==> src/rtl/keypad_digit_loader.sv <==
// Keypad front end for the countdown timer: sync, debounce, BCD-encode, one load per press.
// Latency: key stable from edge 1 -> loadn low in the cycle after edge 3+DEBOUNCE_CYCLES.
// Backpressure: presses ignored while entry_en is low or the digit count is full; held keys load once.
//
// Ports:
//   clk          system clock, rising edge
//   clrn         asynchronous active-low reset
//   keys[9:0]    raw key lines (bit i = key i), asynchronous to clk
//   entry_en     high allows new presses (timer stopped)
//   digit_clr    synchronous clear of digit_count; aborts a press being debounced
//   data[3:0]    BCD code of the last loaded key
//   loadn        active-low one-cycle load strobe to the timer
//   digit_count  digits loaded since last clear, saturates at MAX_DIGITS
//   full         digit_count == MAX_DIGITS
module keypad_digit_loader #(
  parameter int DEBOUNCE_CYCLES = 4,
  parameter int MAX_DIGITS      = 3
) (
  input  logic       clk,
  input  logic       clrn,
  input  logic [9:0] keys,
  input  logic       entry_en,
  input  logic       digit_clr,
  output logic [3:0] data,
  output logic       loadn,
  output logic [1:0] digit_count,
  output logic       full
);

  localparam int              CW       = $clog2(DEBOUNCE_CYCLES) + 1;
  localparam logic [CW-1:0]   CNT_LAST = CW'(DEBOUNCE_CYCLES - 1);
  localparam logic [1:0]      MAX_CNT  = 2'(MAX_DIGITS);

  typedef enum logic [1:0] {
    S_IDLE,
    S_DEBOUNCE,
    S_LOAD,
    S_RELEASE
  } state_t;

  state_t        r_state, w_state_nxt;
  logic [9:0]    r_sync1, r_sync2;
  logic [9:0]    r_pat, w_pat_nxt;
  logic [3:0]    r_code, w_code_nxt;
  logic [CW-1:0] r_cnt, w_cnt_nxt;
  logic [3:0]    r_data;
  logic          r_loadn;
  logic [1:0]    r_count, w_count_nxt;
  logic          w_single;
  logic [3:0]    w_code;

  // Exactly one key down; anything else (none or chords) is not a press.
  assign w_single = ($countones(r_sync2) == 1);

  always_comb begin
    w_code = 4'd0;
    for (int i = 0; i < 10; i++) begin
      if (r_sync2[i]) w_code = 4'(i);
    end
  end

  always_comb begin
    w_state_nxt = r_state;
    w_pat_nxt   = r_pat;
    w_code_nxt  = r_code;
    w_cnt_nxt   = r_cnt;
    case (r_state)
      S_IDLE: begin
        if (entry_en && w_single && !full) begin
          w_state_nxt = S_DEBOUNCE;
          w_pat_nxt   = r_sync2;
          w_code_nxt  = w_code;
          w_cnt_nxt   = '0;
        end
      end
      S_DEBOUNCE: begin
        // Cancel wins: the key must be released before it can be pressed again.
        if (digit_clr)                            w_state_nxt = S_RELEASE;
        else if (r_sync2 != r_pat || !entry_en)   w_state_nxt = S_IDLE;
        else if (r_cnt == CNT_LAST)               w_state_nxt = S_LOAD;
        else                                      w_cnt_nxt   = r_cnt + 1'b1;
      end
      S_LOAD:    w_state_nxt = S_RELEASE;
      S_RELEASE: if (r_sync2 == '0) w_state_nxt = S_IDLE;
      default:   w_state_nxt = S_IDLE;
    endcase
  end

  always_comb begin
    w_count_nxt = r_count;
    if (digit_clr)                                 w_count_nxt = '0;
    else if (r_state == S_LOAD && r_count != MAX_CNT) w_count_nxt = r_count + 2'd1;
  end

  always_ff @(posedge clk or negedge clrn) begin
    if (!clrn) begin
      r_sync1 <= '0;
      r_sync2 <= '0;
      r_state <= S_IDLE;
      r_pat   <= '0;
      r_code  <= '0;
      r_cnt   <= '0;
      r_data  <= '0;
      r_loadn <= 1'b1;
      r_count <= '0;
    end else begin
      r_sync1 <= keys;
      r_sync2 <= r_sync1;
      r_state <= w_state_nxt;
      r_pat   <= w_pat_nxt;
      r_code  <= w_code_nxt;
      r_cnt   <= w_cnt_nxt;
      // Strobe comes straight from a flop so the timer never sees a decode glitch.
      r_loadn <= (w_state_nxt != S_LOAD);
      if (w_state_nxt == S_LOAD) r_data <= r_code;
      r_count <= w_count_nxt;
    end
  end

  assign data        = r_data;
  assign loadn       = r_loadn;
  assign digit_count = r_count;
  assign full        = (r_count == MAX_CNT);

endmodule

==> config.mk <==
export PLATFORM = sky130hd
export DESIGN_NAME = keypad_digit_loader
export DESIGN_NICKNAME = d
export VERILOG_FILES = /design/src/rtl/keypad_digit_loader.sv
export SDC_FILE = /design/constraint.sdc
export NUM_CORES = 1
export LEC_CHECK = 0
export ABC_AREA = 1
export BUFFER_PORTS_ARGS = -buffer_cell sky130_fd_sc_hd__buf_2
export CAP_MARGIN = 20
export CORE_MARGIN = 4
export CORE_UTILIZATION = 45
export CTS_BUF_LIST = sky130_fd_sc_hd__clkbuf_2 sky130_fd_sc_hd__clkbuf_4 sky130_fd_sc_hd__clkbuf_8
export DETAILED_ROUTE_END_ITERATION = 16
export SYNTH_ARGS = -nofsm -noshare
export SYNTH_HDL_FRONTEND = slang
export SYNTH_SLANG_ARGS = --single-unit
==> constraint.sdc <==
create_clock -name clk -period 4 [get_ports clk]
set_clock_uncertainty 0.1 [all_clocks]
set_input_delay 0.2 -clock clk [delete_from_list [all_inputs] [get_ports clk]]
set_output_delay 0.2 -clock clk [all_outputs]
set_load 0.05 [all_outputs]
# Yosys cells after proc, flatten, opt, wreduce, memory -nomap -nowiden

Cells that the tools add are included.

Word-level logic and storage cells: 68
Output and inout port bits: 8
Bits of input ports: 14
Flip-flop bits (word level): 46

Reductions and logical operators: 12
Multiplexer cells: 22
Equal/unequal tests: 14
Add/subtract/negate cells: 11

Operator list:

| kind                  | number |
|---|---|
| $mux W4               | 7 |
| $mux W2               | 8 |
| $mux W3               | 4 |
| $ne A2 B2 Y1 const B  | 6 |
| $add A1 B1 Y2         | 5 |
| $logic_not A10 Y1     | 1 |
| $ne A10 B10 Y1        | 1 |
| $eq A2 B2 Y1 const B  | 4 |
| $pmux W2 S4           | 1 |
| $add A2 B2 Y3         | 2 |
| $pmux W3 S2           | 1 |
| $add A4 B2 Y5         | 1 |
| $eq A5 B1 Y1 const B  | 1 |
| $reduce_and A5 Y1     | 1 |
| $add A3 B3 Y4         | 1 |
| $reduce_bool A2 Y1    | 2 |
| $add A3 B1 Y3 const B | 1 |
| $eq A3 B2 Y1 const B  | 1 |
| $logic_and A1 B1 Y1   | 3 |
| $add A2 B1 Y2 const B | 1 |
| $eq A2 B1 Y1 const B  | 1 |
| $logic_not A1 Y1      | 2 |
| $logic_not A2 Y1      | 1 |
| $reduce_and A2 Y1     | 1 |
| other kinds (2)       | 2 |

# Longest topological paths before layout

Depth in word-level cells: 10
Depth in mapped cells: 17
Mapped depth without buffers: 17

# Least setup slack after synthesis

OpenSTA, ideal clock, no wires.

Path type: reg2reg
Start point: register r_sync2[1]
End point: register r_code[2]
Data arrival time: 3.341 ns
Required time: 3.778 ns
Stages on the path, launching flop included: 13
Slack: 0.437 ns
Library setup time: 0.122 ns
Cell sequence: dfrtp_1 -> fa_1 -> fa_1 -> inv_1 -> fa_1 -> inv_1 -> ha_1 -> inv_1 -> fa_1 -> nand4_1 -> nand3b_2 -> clkbuf_1 -> a32o_1

Cells in the longest elaborated chain, start to end: 8

RTL lines:

| what                                | RTL line | source |
|---|---|---|
| start, declared                     | 42       | `logic [9:0] r_sync1, r_sync2;` |
| start signal, assigned              | 108      | `r_sync2 <= r_sync1;` |
| $add A1 B1 Y2 (not written as such) | 53       | `assign w_single = ($countones(r_sync2) == 1);` |
| $add A2 B2 Y3 (not written as such) | 53       |  |
| $add A3 B3 Y4 (not written as such) | 53       |  |
| $add A4 B2 Y5 (not written as such) | 53       |  |
| $eq A5 B1 Y1                        | 53       |  |
| $logic_and A1 B1 Y1 (2 in a row)    | 69       | `if (entry_en && w_single && !full) begin` |
| $reduce_and A2 Y1 (no line)         | -        |  |
| end signal, assigned                | 111      | `r_code <= w_code_nxt;` |
| end, declared                       | 44       | `logic [3:0] r_code, w_code_nxt;` |

Every way passes these cells.
A chain may end at the register's enable or synchronous reset.

# Final worst setup path

Start point: register r_sync2[1]
End point: register r_data[0], in the netlist data[0]

Cells in the longest elaborated chain, start to end: 10
Elaborated cells between the ends (all ways): 16

RTL lines:

| what                                | RTL line | source |
|---|---|---|
| $add A1 B1 Y2 (not written as such) | 53       |  |
| $add A2 B2 Y3 (not written as such) | 53       |  |
| $add A3 B3 Y4 (not written as such) | 53       |  |
| $add A4 B2 Y5 (not written as such) | 53       |  |
| $eq A5 B1 Y1                        | 53       |  |
| $logic_and A1 B1 Y1 (2 in a row)    | 69       |  |
| $mux W2                             | 69       |  |
| $pmux W2 S4 *                       | 67       | `case (r_state)` |
| $eq A2 B2 Y1 *                      | 115      | `if (w_state_nxt == S_LOAD) r_data <= r_code;` |
| end signal, assigned                | 115      |  |
| end, declared                       | 46       | `logic [3:0] r_data;` |

Every way passes the cells marked *; elsewhere a longest branch is shown, timed or not.

==> flow_summary.yaml <==
detailed_routing:
  drt_drc_violations_left: 0
  drt_pass1_iterations: 4
  top_signal_layer_used: "met4"
  detail_route.wirelength_microns: 3680
  antenna_viol_nets_final: 0
  num_vias: 1490
  route.detailed.wl_per_inst_microns: 11.8
  route.detailed.vias_per_inst: 4.78
  length_of_routed_met2_wiring_microns: 1660
  drt-met1-wl_microns: 1830
  wl_met3_microns: 141
  drtIter0Drc: 137
cells_and_area:
  area_growth_pct: 19.1
  drive_above_1_share_pct: 20.0
  diodes: 0
  finish.net_count: 285
floorplanning:
  coreArea_sq_mm: 0.00447
  io-pin-count: 22
  start_util_pct: 47.5
  fp.dieH_microns: 76.8
  die-area_sq_mm: 0.00589
  row_count: 24
  die_width_microns: 76.8
run_status:
  outcome: "complete, no violations"
synth:
  post_synth_main_area_contributors: "sky130_fd_sc_hd__dfrtp_1 (53%), sky130_fd_sc_hd__nand2_1 (9.5%), sky130_fd_sc_hd__fa_1 (5.6%), sky130_fd_sc_hd__inv_1 (5.1%), sky130_fd_sc_hd__ha_1 (3.5%)"
  total_number_of_yosys_warnings: 0
  yosys-top-cells-count: "sky130_fd_sc_hd__nand2_1 (54), sky130_fd_sc_hd__dfrtp_1 (45), sky130_fd_sc_hd__inv_1 (29)"
  synth.ff_latch_count: 46
  netlist.top_cell.by_area: "sky130_fd_sc_hd__dfrtp_1"
  synthesized_netlist_net_count: 246
  ys_dominant_reg_cell: "sky130_fd_sc_hd__dfrtp_1"
  postSynthAreaPerCell_sq_um: 9.67
  synth-seq-area-share_pct: 54.2
  synth-async-reset-ratio_pct: 100
  netlist_area_sq_mm: 0.00213
  synth-edff-count: 0
  synth_cell_type_count: 28
  yosysMostFrequentCell: "sky130_fd_sc_hd__nand2_1"
  synthesis.instances: 220
  top_area_cell_type_share_of_the_netlist_area_pct: 52.9
setup_path:
  cp.required_ps: 4150
  crit_path_start_kind: "register"
  critical_path.startpoint: "r_sync2[1]"
  timing.critical_path.arrival_ps: 3870
  critical_path.max_fanout: 9
  critical-path-slowest-cell: "sky130_fd_sc_hd__fa_1"
  rr_startpoint: "r_sync2[1]"
  cell_by_cell_listing_of_the_critical_path: "fa_1 > fa_1 > inv_1 > fa_1 > inv_1 > ha_1 > inv_1 > fa_1 > inv_1 > nor2_1 > nor3_1 > nand3b_4 > inv_2 > nor2_4 > nand4_4 > nand2_1 > nand2_1"
  rr_endpoint: "data[0]"
  criticalPathCategory: "register to register"
  reg2reg_depth: 17
  reg2reg_slack_ps: 280
  max_stage_delay_ps: 520
  cp-endpoint: "data[0]"
  timing.critical_path.to_type: "register"
power:
  vdd_ir_drop_max_v: 0.000349
  power.density_cell_area_mw_per_mm2: 448
  leakage_nw: 1.26
global_route:
  grt_first_pass_wirelength_microns: 6760
  maximum_number_of_pins_on_one_net_before_global_route_repair: 47
  via_count_of_the_first_global_routing_pass: 1462
  antenna_found_initial: 0
  grt_usage_pct: 14.4
  grt.overflow.total: 0
timing:
  setup-tns-final_ps: 0
  final_min_period_over_clock_period_pct: 93.0
  hold_viol_final: 0
  maxSlewHeadroom_pct: 76.2
  rsz0062_at_grt: "false"
  worst_slew_pin_slew_ps: 357
  hold-worst-slack_ps: 170
  final_count_of_pins_violating_max_slew: 0
  timing.fmax_ghz: 0.269
  setup_violations: 0
  layout_min_cycle_time_ps: 3720
placement:
  detailed_placer_s_ending_hpwl_microns: 2760
  port-buffer-count: 21
  gp_congestion: 0.836
clock_network:
  clk_path_buf_depth: 2
  cts_inserted_buffers: 5
  cts.sinks: 46
  cts_post_setup_buffers_inserted: 0
  clk_pin_slew_ps: 90
  htree_num_levels: 2
  clk_root_buffer_cell: "sky130_fd_sc_hd__clkbuf_8"
  clock_insertion_delay_worst_skew_ps: 310
  cts_tree: "done"
flow_run:
  cap_violations: 0
min_path:
  hold_path.class: "input pin to register"
-- kinds of logic after synthesis --
| group | after synthesis | synth area share [%] |
|---|---|---|
| simple gates | 94 | 21.6 |
| flops | 46 | 54.2 |
| xor+xnor | 1 | 0.412 |
| buf+inv | 40 | 7.06 |
| compound gates | 27 | 7.53 |
| fa+ha+maj | 12 | 9.18 |
-- worst min-delay path by stage --
stage                     startpoint        endpoint  slack, ps  cells after the start
after floorplan                 clrn         data[0]       -200                      0
after global placement       keys[4]      r_sync1[4]        210                      1
after detailed placement     keys[9]      r_sync1[9]        210                      1
after CTS                  digit_clr  digit_count[1]        160                      4
after global routing       digit_clr  digit_count[1]        210                      4
final                      digit_clr  digit_count[1]        170                      4
-- sequential cells by signal, indices dropped and copies added (netlist names) --
signal       flops
r_pat           10
r_cnt            3
loadn            1
data             4
r_sync2         10
r_code           4
r_sync1         10
digit_count      2
r_state          2
-- critical path, delay by kind of cell (launching register included) --
kind          cells  cell delay (ps)
fa+ha+maj         5             1960
buf+inv           5              370
flops             1              440
simple gates      7              780
-- power by group --
part / total (W) / internal [W] / switching (W)
clock: 0.000305 / 0.000131 / 0.000174
sequential: 0.000572 / 0.000525 / 0.0000468
combinational: 0.000258 / 0.000100 / 0.000158
-- what timing repair did --
item	4_1_cts	5_1_grt
hold buffers	11	0
gates resized for setup	0	1
setup endpoints to repair	0	4
endpoints found under the hold margin	55	0
-- per-stage QoR --
step,utilization (%),instance area (sq um),total power (W),std cells,setup slack (ps)
3_3_place_gp,51.3,2300,0.000826,292,261
5_1_grt,56.6,2530,0.00122,312,7.31
4_1_cts,56.0,2500,0.00115,311,186
2_1_floorplan,-,2130,0.000761,220,437
6_report,56.6,2530,0.00113,312,279
3_5_place_dp,51.3,2300,0.000827,292,225
-- area by class of cell --
| class | instances | area (sq um) |
|---|---|---|
| Multi-Input combinational cell | 134 | 833 |
| Tap cell | 52 | 65.1 |
| Sequential cell | 46 | 1150 |
| Clock inverter | 3 | 28.8 |
| Clock buffer | 5 | 68.8 |
| Fill cell | 397 | 1940 |
| Timing Repair Buffer | 34 | 243 |
| Inverter | 38 | 143 |
-- layer usage --
metal | track usage, % | up-vias
li1 | - | 770
met1 | 20.3 | 683
met2 | 21.4 | 33
met3 | 3.75 | 4
met4 | 4.89 | 0
met5 | 0 | -
-- layout by cell type (no fill, tap or decap), drive strengths merged --
| cell type | netlist | routed |
|---|---|---|
| or2 | 2 | 2 |
| dfrtp | 45 | 45 |
| a32o | 1 | 1 |
| nor3 | 4 | 4 |
| clkbuf | 2 | 5 |
| a21oi | 7 | 7 |
| buf | 0 | 23 |
| inv | 38 | 40 |
| nor2 | 17 | 17 |
| ha | 6 | 6 |
| nand4 | 8 | 8 |
| nand2 | 56 | 56 |
| nand3 | 6 | 6 |
| dlygate4sd3 | 0 | 11 |
| o21a | 1 | 1 |
| o21ai | 16 | 16 |
| a21boi | 1 | 1 |
| clkinv | 0 | 1 |
| xnor2 | 1 | 1 |
| o32ai | 1 | 1 |
| dfstp | 1 | 1 |
| fa | 6 | 6 |
| nand3b | 1 | 1 |
Power figures use the tool's default switching activity.
